`src/rtl/lynxTypes.sv`:
```
// Shared types for the user request path.
// Holds the request descriptor carried by the submission queues, the upper bound
// on request sources and the arbiter FSM state encoding.
package lynxTypes;

  localparam int unsigned N_REQ_SRC_MAX = 16;

  // Request descriptor; the arbiter forwards it untouched.
  typedef struct packed {
    logic [3:0]  opcode;
    logic [5:0]  strm;
    logic [3:0]  dest;
    logic [47:0] vaddr;
    logic [27:0] len;
    logic        last;
  } req_t;

  typedef enum logic [1:0] {
    StRun   = 2'd0,
    StDrain = 2'd1,
    StDone  = 2'd2,
    StWait  = 2'd3
  } arb_state_t;

endpackage

```
`src/rtl/rr_pick.sv`:
```
// Combinational round-robin picker.
// Ports:
//   elig  - per-source eligibility
//   ptr   - index with highest priority this cycle
//   grant - one-hot grant (all zero when nothing is eligible)
//   idx   - binary index of the granted source
//   any   - at least one source is eligible
module rr_pick #(
  parameter int unsigned N_SRC    = 4,
  parameter int unsigned SRC_BITS = $clog2(N_SRC)
) (
  input  logic [N_SRC-1:0]    elig,
  input  logic [SRC_BITS-1:0] ptr,
  output logic [N_SRC-1:0]    grant,
  output logic [SRC_BITS-1:0] idx,
  output logic                any
);

  logic [SRC_BITS-1:0] pos;

  // Scan from the farthest offset back to ptr so the closest eligible source wins.
  always_comb begin
    grant = '0;
    idx   = '0;
    pos   = '0;
    any   = |elig;
    for (int unsigned k = N_SRC; k > 0; k--) begin
      pos = SRC_BITS'((32'(ptr) + k - 1) % N_SRC);
      if (elig[pos]) begin
        grant      = '0;
        grant[pos] = 1'b1;
        idx        = pos;
      end
    end
  end

endmodule

```
`src/rtl/user_req_arb.sv`:
```
// Round-robin merge of N_SRC request streams into one, with per-source credit
// limits released by completions and a flush/drain handshake.
// Ports:
//   aclk, areset        - clock, synchronous active-high reset
//   s_valid/s_ready/s_data - per-source request streams
//   m_valid/m_ready/m_data/m_src - merged registered output and its source
//   cpl_valid/cpl_src   - one completion per cycle, returns a credit
//   src_en              - per-source enable
//   flush/flush_done    - drain request (level) and completion pulse
//   cpl_err             - sticky: completion with no outstanding request
module user_req_arb
  import lynxTypes::*;
#(
  parameter int unsigned N_SRC         = 4,
  parameter int unsigned N_OUTSTANDING = 8,
  parameter int unsigned SRC_BITS      = $clog2(N_SRC)
) (
  input  logic                aclk,
  input  logic                areset,
  input  logic [N_SRC-1:0]    s_valid,
  output logic [N_SRC-1:0]    s_ready,
  input  req_t [N_SRC-1:0]    s_data,
  output logic                m_valid,
  input  logic                m_ready,
  output req_t                m_data,
  output logic [SRC_BITS-1:0] m_src,
  input  logic                cpl_valid,
  input  logic [SRC_BITS-1:0] cpl_src,
  input  logic [N_SRC-1:0]    src_en,
  input  logic                flush,
  output logic                flush_done,
  output logic                cpl_err
);

  localparam int unsigned CNT_W = $clog2(N_OUTSTANDING + 1);

  arb_state_t          state_q, state_d;
  logic [CNT_W-1:0]    cnt_q [N_SRC];
  logic [SRC_BITS-1:0] rr_ptr_q;
  logic                m_valid_q;
  req_t                m_data_q;
  logic [SRC_BITS-1:0] m_src_q;
  logic                flush_done_q;
  logic                cpl_err_q;

  logic [N_SRC-1:0]    elig, grant, cpl_hit, cnt_nz;
  logic [SRC_BITS-1:0] grant_idx, rr_ptr_next;
  logic                grant_any, issue_en, accept, cpl_bad, all_idle;

  always_comb begin
    elig    = '0;
    cpl_hit = '0;
    cnt_nz  = '0;
    for (int unsigned i = 0; i < N_SRC; i++) begin
      cnt_nz[i]  = cnt_q[i] != '0;
      elig[i]    = s_valid[i] && src_en[i] && (cnt_q[i] < CNT_W'(N_OUTSTANDING));
      cpl_hit[i] = cpl_valid && (cpl_src == SRC_BITS'(i));
    end
  end

  rr_pick #(
    .N_SRC    (N_SRC),
    .SRC_BITS (SRC_BITS)
  ) u_rr_pick (
    .elig  (elig),
    .ptr   (rr_ptr_q),
    .grant (grant),
    .idx   (grant_idx),
    .any   (grant_any)
  );

  // Out-of-range cpl_src matches no source, so it lands in cpl_bad as well.
  assign cpl_bad     = cpl_valid && !(|(cpl_hit & cnt_nz));
  assign all_idle    = !m_valid_q && (cnt_nz == '0);
  assign issue_en    = (state_q == StRun) && !areset && (!m_valid_q || m_ready);
  assign s_ready     = issue_en ? grant : '0;
  assign accept      = issue_en && grant_any;
  assign rr_ptr_next = (grant_idx == SRC_BITS'(N_SRC - 1)) ? '0 : grant_idx + SRC_BITS'(1);

  always_comb begin
    state_d = state_q;
    unique case (state_q)
      StRun:   if (flush) state_d = StDrain;
      StDrain: if (all_idle) state_d = StDone;
      StDone:  state_d = flush ? StWait : StRun;
      StWait:  if (!flush) state_d = StRun;
      default: state_d = StRun;
    endcase
  end

  always_ff @(posedge aclk) begin
    if (areset) begin
      state_q      <= StRun;
      rr_ptr_q     <= '0;
      m_valid_q    <= 1'b0;
      m_data_q     <= '0;
      m_src_q      <= '0;
      flush_done_q <= 1'b0;
      cpl_err_q    <= 1'b0;
      for (int unsigned i = 0; i < N_SRC; i++) cnt_q[i] <= '0;
    end else begin
      state_q      <= state_d;
      flush_done_q <= (state_d == StDone);
      if (cpl_bad) cpl_err_q <= 1'b1;
      if (accept) begin
        rr_ptr_q  <= rr_ptr_next;
        m_valid_q <= 1'b1;
        m_data_q  <= s_data[grant_idx];
        m_src_q   <= grant_idx;
      end else if (m_ready) begin
        m_valid_q <= 1'b0;
      end
      // Accept and completion on the same source cancel out.
      for (int unsigned i = 0; i < N_SRC; i++) begin
        if (s_ready[i] && !(cpl_hit[i] && cnt_nz[i])) begin
          cnt_q[i] <= cnt_q[i] + CNT_W'(1);
        end else if (!s_ready[i] && cpl_hit[i] && cnt_nz[i]) begin
          cnt_q[i] <= cnt_q[i] - CNT_W'(1);
        end
      end
    end
  end

  assign m_valid    = m_valid_q;
  assign m_data     = m_data_q;
  assign m_src      = m_src_q;
  assign flush_done = flush_done_q;
  assign cpl_err    = cpl_err_q;

endmodule

```
`config.mk`:
```
export PLATFORM = sky130hd
export DESIGN_NAME = user_req_arb
export DESIGN_NICKNAME = d
export VERILOG_FILES = /design/src/rtl/lynxTypes.sv /design/src/rtl/rr_pick.sv /design/src/rtl/user_req_arb.sv
export SDC_FILE = /design/constraint.sdc
export NUM_CORES = 1
export LEC_CHECK = 0
export CORE_AREA = 8 8 182 184
export CTS_BUF_LIST = sky130_fd_sc_hd__clkbuf_16
export CTS_CLUSTER_SIZE = 16
export DETAILED_ROUTE_END_ITERATION = 8
export DIE_AREA = 0 0 190 192
export PLACE_DENSITY = 0.62
export SYNTH_ARGS = -nofsm -noshare
export SYNTH_HDL_FRONTEND = slang
export SYNTH_SLANG_ARGS = --single-unit
```
`constraint.sdc`:
```
create_clock -name aclk -period 7.95 [get_ports aclk]
set_input_delay 1.59 -clock aclk [delete_from_list [all_inputs] [get_ports aclk]]
set_output_delay 1.59 -clock aclk [all_outputs]
set_load 0.03 [all_outputs]
```
==> results by group <==
GRT
  • Largest net degree at the start of global routing: between 80 and 90
  • Initial antenna violation count: 0
  • First-pass GRT wire length: between 50000 and 60000 um
  • GRT overflow: 0
  • Total Routing Usage GR: roughly a fifth
  • Vias in the first global route: roughly 9k

Place
  • Post-Place Cells: between 1.5k and 2k
  • Post-place setup slack: roughly 2.1 ns
  • Gpl congestion: around 0.87
  • Hpwl dp: between 20000 and 30000 um
  • PortBufs: around 480

Detailed routing
  • Wire per inst: slightly below 20 um
  • Initial drt markers: between 400 and 500
  • Routed vias: 8939
  • Residual DRC: 0
  • Final wirelength: ~37000 um
  • Drt pass-1 iters: 5
  • Vias per inst: 4.83
  • ANT nets after route: 0

Clock tree
  • H-tree Lvls: 4
  • Total clock buffers created by CTS: 17
  • Root buf cell: clkbuf_16
  • CTS resizes: 0
  • Postcts setup bufs: 0
  • Hold-fix buffers, CTS: 0
  • Num Clock Sinks: 116
  • Clock insertion delay at the later pin of the skew report: about 0.42 ns
  • CTS max path bufs: 2
  • CTS tree: built
  • CTS clock-pin slew for the worst setup and hold paths: about 0.060 ns

Floorplanning
  • Core area: 30200 um2
  • FP Rows: 64
  • Die ar.: roughly 36000 um2
  • # IOs: around 480
  • Die Ht: roughly 190 um
  • Starting density of the core: 24.7%
  • Die W: about 190 um

Setup path
  • Critical Path Slowest Stage Cell: clkdlybuf4s50_1
  • Buffer and inverter count on the worst path: 2
  • Req. time, crit path: ~6.4 ns
  • CP delay by family, top: buffers and inverters
  • CP endpoint kind: output pin
  • Flop2flop setup slack: roughly 3.5 ns
  • Crit start category: input port
  • R2r endpoint: m_data[66]$_SDFFE_PP0P_
  • Crit-path cells: clkdlybuf4s50_1, and3b_1, mux2i_1, o32ai_1, a221oi_1, a21oi_2, clkdlybuf4s50_1
  • RR Startpoint: rr_ptr_q[1]$_SDFFE_PP0P_
  • Worst setup path startpoint: src_en[0]
  • Critical path fanouts, max: 8
  • Slowest stage delay, CP: 0.78 ns
  • Worst R2R Path Depth: 11
  • CP Class: in2out
  • CP arrival: 4.39 ns
  • CP most frequent cell: clkdlybuf4s50_1

Run status
  • Status: complete, no violations

Cells and area
  • Commonest non-fill, non-tap cell in the layout: clkdlybuf4s50_1
  • Multi-input gate area: 4610 um2
  • Antenna cells: 0
  • Fillers: between 2k and 3k
  • FF/Latch Area: 2480 um2
  • Final Non-Filler Cells: approximately 1.9k
  • Commonest cells after routing, fill and taps aside: clkdlybuf4s50_1, nand2_1, dfxtp_1
  • Final core occ: around 44%
  • Area delta synth->final: 76.6%
  • Final #Nets: ~1.8k
  • Share of cells above drive strength 1: under 10%

Timing
  • TNS Setup: 0 ns
  • RSZ-0062 raised after global routing: no
  • Final setup viols: 0
  • Tcrit/Tclk final: between 70% and 80%
  • Pins Over Slew Limit: 0
  • Max frequency: ~0.17 GHz
  • Final worst slack: 1.97 ns
  • Headroom to the max-slew limit: 35.4%
  • Final Skew: 0.0136 ns
  • Final Hold Fails: 0
  • Final min period: around 6 ns
  • Worst slew pin tran: between 0.9 and 1 ns

Power
  • Comb power frac: ~38%
  • Clock power share: 34.0%
  • P_sw: roughly 870 uW
  • Worst vdd ir: 0.130 mV
  • PD cells: 193 nW/um2
  • Pleak: about 5.2 nW
  • Internal Power: 1.68 mW
  • Sw frac: 34.2%
  • Total Power: 2.55 mW
  • Part of the power in registers: 28.4%

Logic synthesis
  • Distinct cell type count of the synthesized netlist: 59
  • Simple-gate area share of the yosys netlist: roughly a quarter
  • Ys async rst share: 0%
  • Synth warn: 0
  • Main combinational cell family by area after synthesis: simple AND/OR/NAND/NOR gates
  • Gate Count Post-Synth: ~1.0k
  • Syn avg cell area: ~7.4 um2
  • Post-synthesis sequential area ratio: 33.3%
  • Post-Syn Area: about 7500 um2
  • Post-synthesis mux area share: just over 7%
  • Synth Area in Compound Gates: 22.9%
  • Post-synth EDFFs: 16
  • Main synth FF type: dfxtp_1
  • FF+latch count, synth: roughly 120
  • Synth Area in XOR/XNOR: under 10%
  • Net Count, Synth: 1409
  • Adder-cell share of the synthesized area: 3.49%

Worst hold path
  • Hold Path Class: reg2reg
  • Hold_sp: state_q[1]$_SDFF_PP0_
  • Hold path cells: 2
  • Worst Hold End: state_q[1]$_SDFF_PP0_

Flow run
  • Max Cap Viol: 0
-- cell families after synthesis --
family | count (synthesis)
compound gates | 241
xor+xnor | 12
fa+ha+maj | 19
buf+inv | 96
flops | 116
mux | 50
simple gates | 477
-- sequential cells by signal, indices dropped and copies added (netlist names) --
| register | flops |
|---|---|
| m_valid | 1 |
| flush_done | 1 |
| rr_ptr_q | 2 |
| cnt_q | 16 |
| state_q | 2 |
| m_data | 91 |
| m_src | 2 |
| cpl_err | 1 |
-- area by class of cell --
class                   instances  share of cell area (%)
clock buffers                  17                    3.23
clock inverters                15                    1.62
inverters                      17                   0.484
multi-input cells             799                    35.0
flip-flops and latches        116                    18.8
well taps                     396                    3.76
repair buffers                490                    37.1
-- cell usage after synthesis (4+ instances only) --
master	count	area share (%)
nand2b_1	4	0.34
mux2i_1	19	2.5
and3b_1	4	0.47
nand3_1	5	0.34
nor2_1	90	4.5
dfxtp_1	100	27
nand3b_1	5	0.50
and2_0	5	0.42
a31oi_1	34	2.9
or2_2	4	0.34
a21oi_2	4	0.47
ha_1	16	2.7
clkbuf_1	43	2.2
nand2_1	333	17
buf_1	10	0.50
o21ai_1	6	0.40
a211oi_1	8	0.81
a2111oi_2	6	1.2
nor4_1	4	0.34
mux2_2	30	4.5
a21oi_1	63	4.2
edfxtp_1	16	6.4
buf_2	22	1.5
inv_1	17	0.86
nor3_1	7	0.47
o21ai_0	40	2.7
a221o_1	53	7.1
xnor2_1	9	1.1
a221oi_1	4	0.47
-- power groups by stage --
| stage | combinational (mW) | clock, mW | sequential [mW] |
|---|---|---|---|
| finish | 0.958 | 0.866 | 0.724 |
| global route | 1.03 | 0.915 | 0.734 |
| CTS | 0.966 | 0.889 | 0.724 |
| detailed placement | 0.962 | 0 | 0.734 |
| global placement | 0.958 | 0 | 0.732 |
| floorplan | 0.403 | 0 | 0.848 |
-- worst max-delay path by stage --
stage                       endpoint  slack, ns  depth (start not counted)
after floorplan           s_ready[3]       3.35                          6
after global placement    s_ready[3]       2.09                          7
after detailed placement  s_ready[3]       2.07                          7
after CTS                 s_ready[3]       2.04                          7
after global routing      s_ready[3]       1.83                          7
final                     s_ready[3]       1.97                          7
-- metal layers --
metal | global-route usage [%] | vias up | share of wire [%]
met1 | 23.0 | 4165 | 40
met4 | 4.63 | 0 | 1.6
met3 | 5.61 | 32 | 7.7
met2 | 32.5 | 357 | 51
met5 | 0 | - | 0
li1 | - | 4385 | -
-- worst min-delay path, stage by stage (launching register included) --
cell,delay (ns)
dfxtp_1,0.33
nand2_1,0.06
a21oi_1,0.05
-- stage by stage --
step | hold WS, ns | instance area, um2
2_1_floorplan | 0.453 | 7460
3_3_place_gp | 0.455 | 12500
3_5_place_dp | 0.470 | 12500
4_1_cts | 0.484 | 13200
5_1_grt | 0.503 | 13200
6_report | 0.480 | 13200
Power figures use the tool's default switching activity.
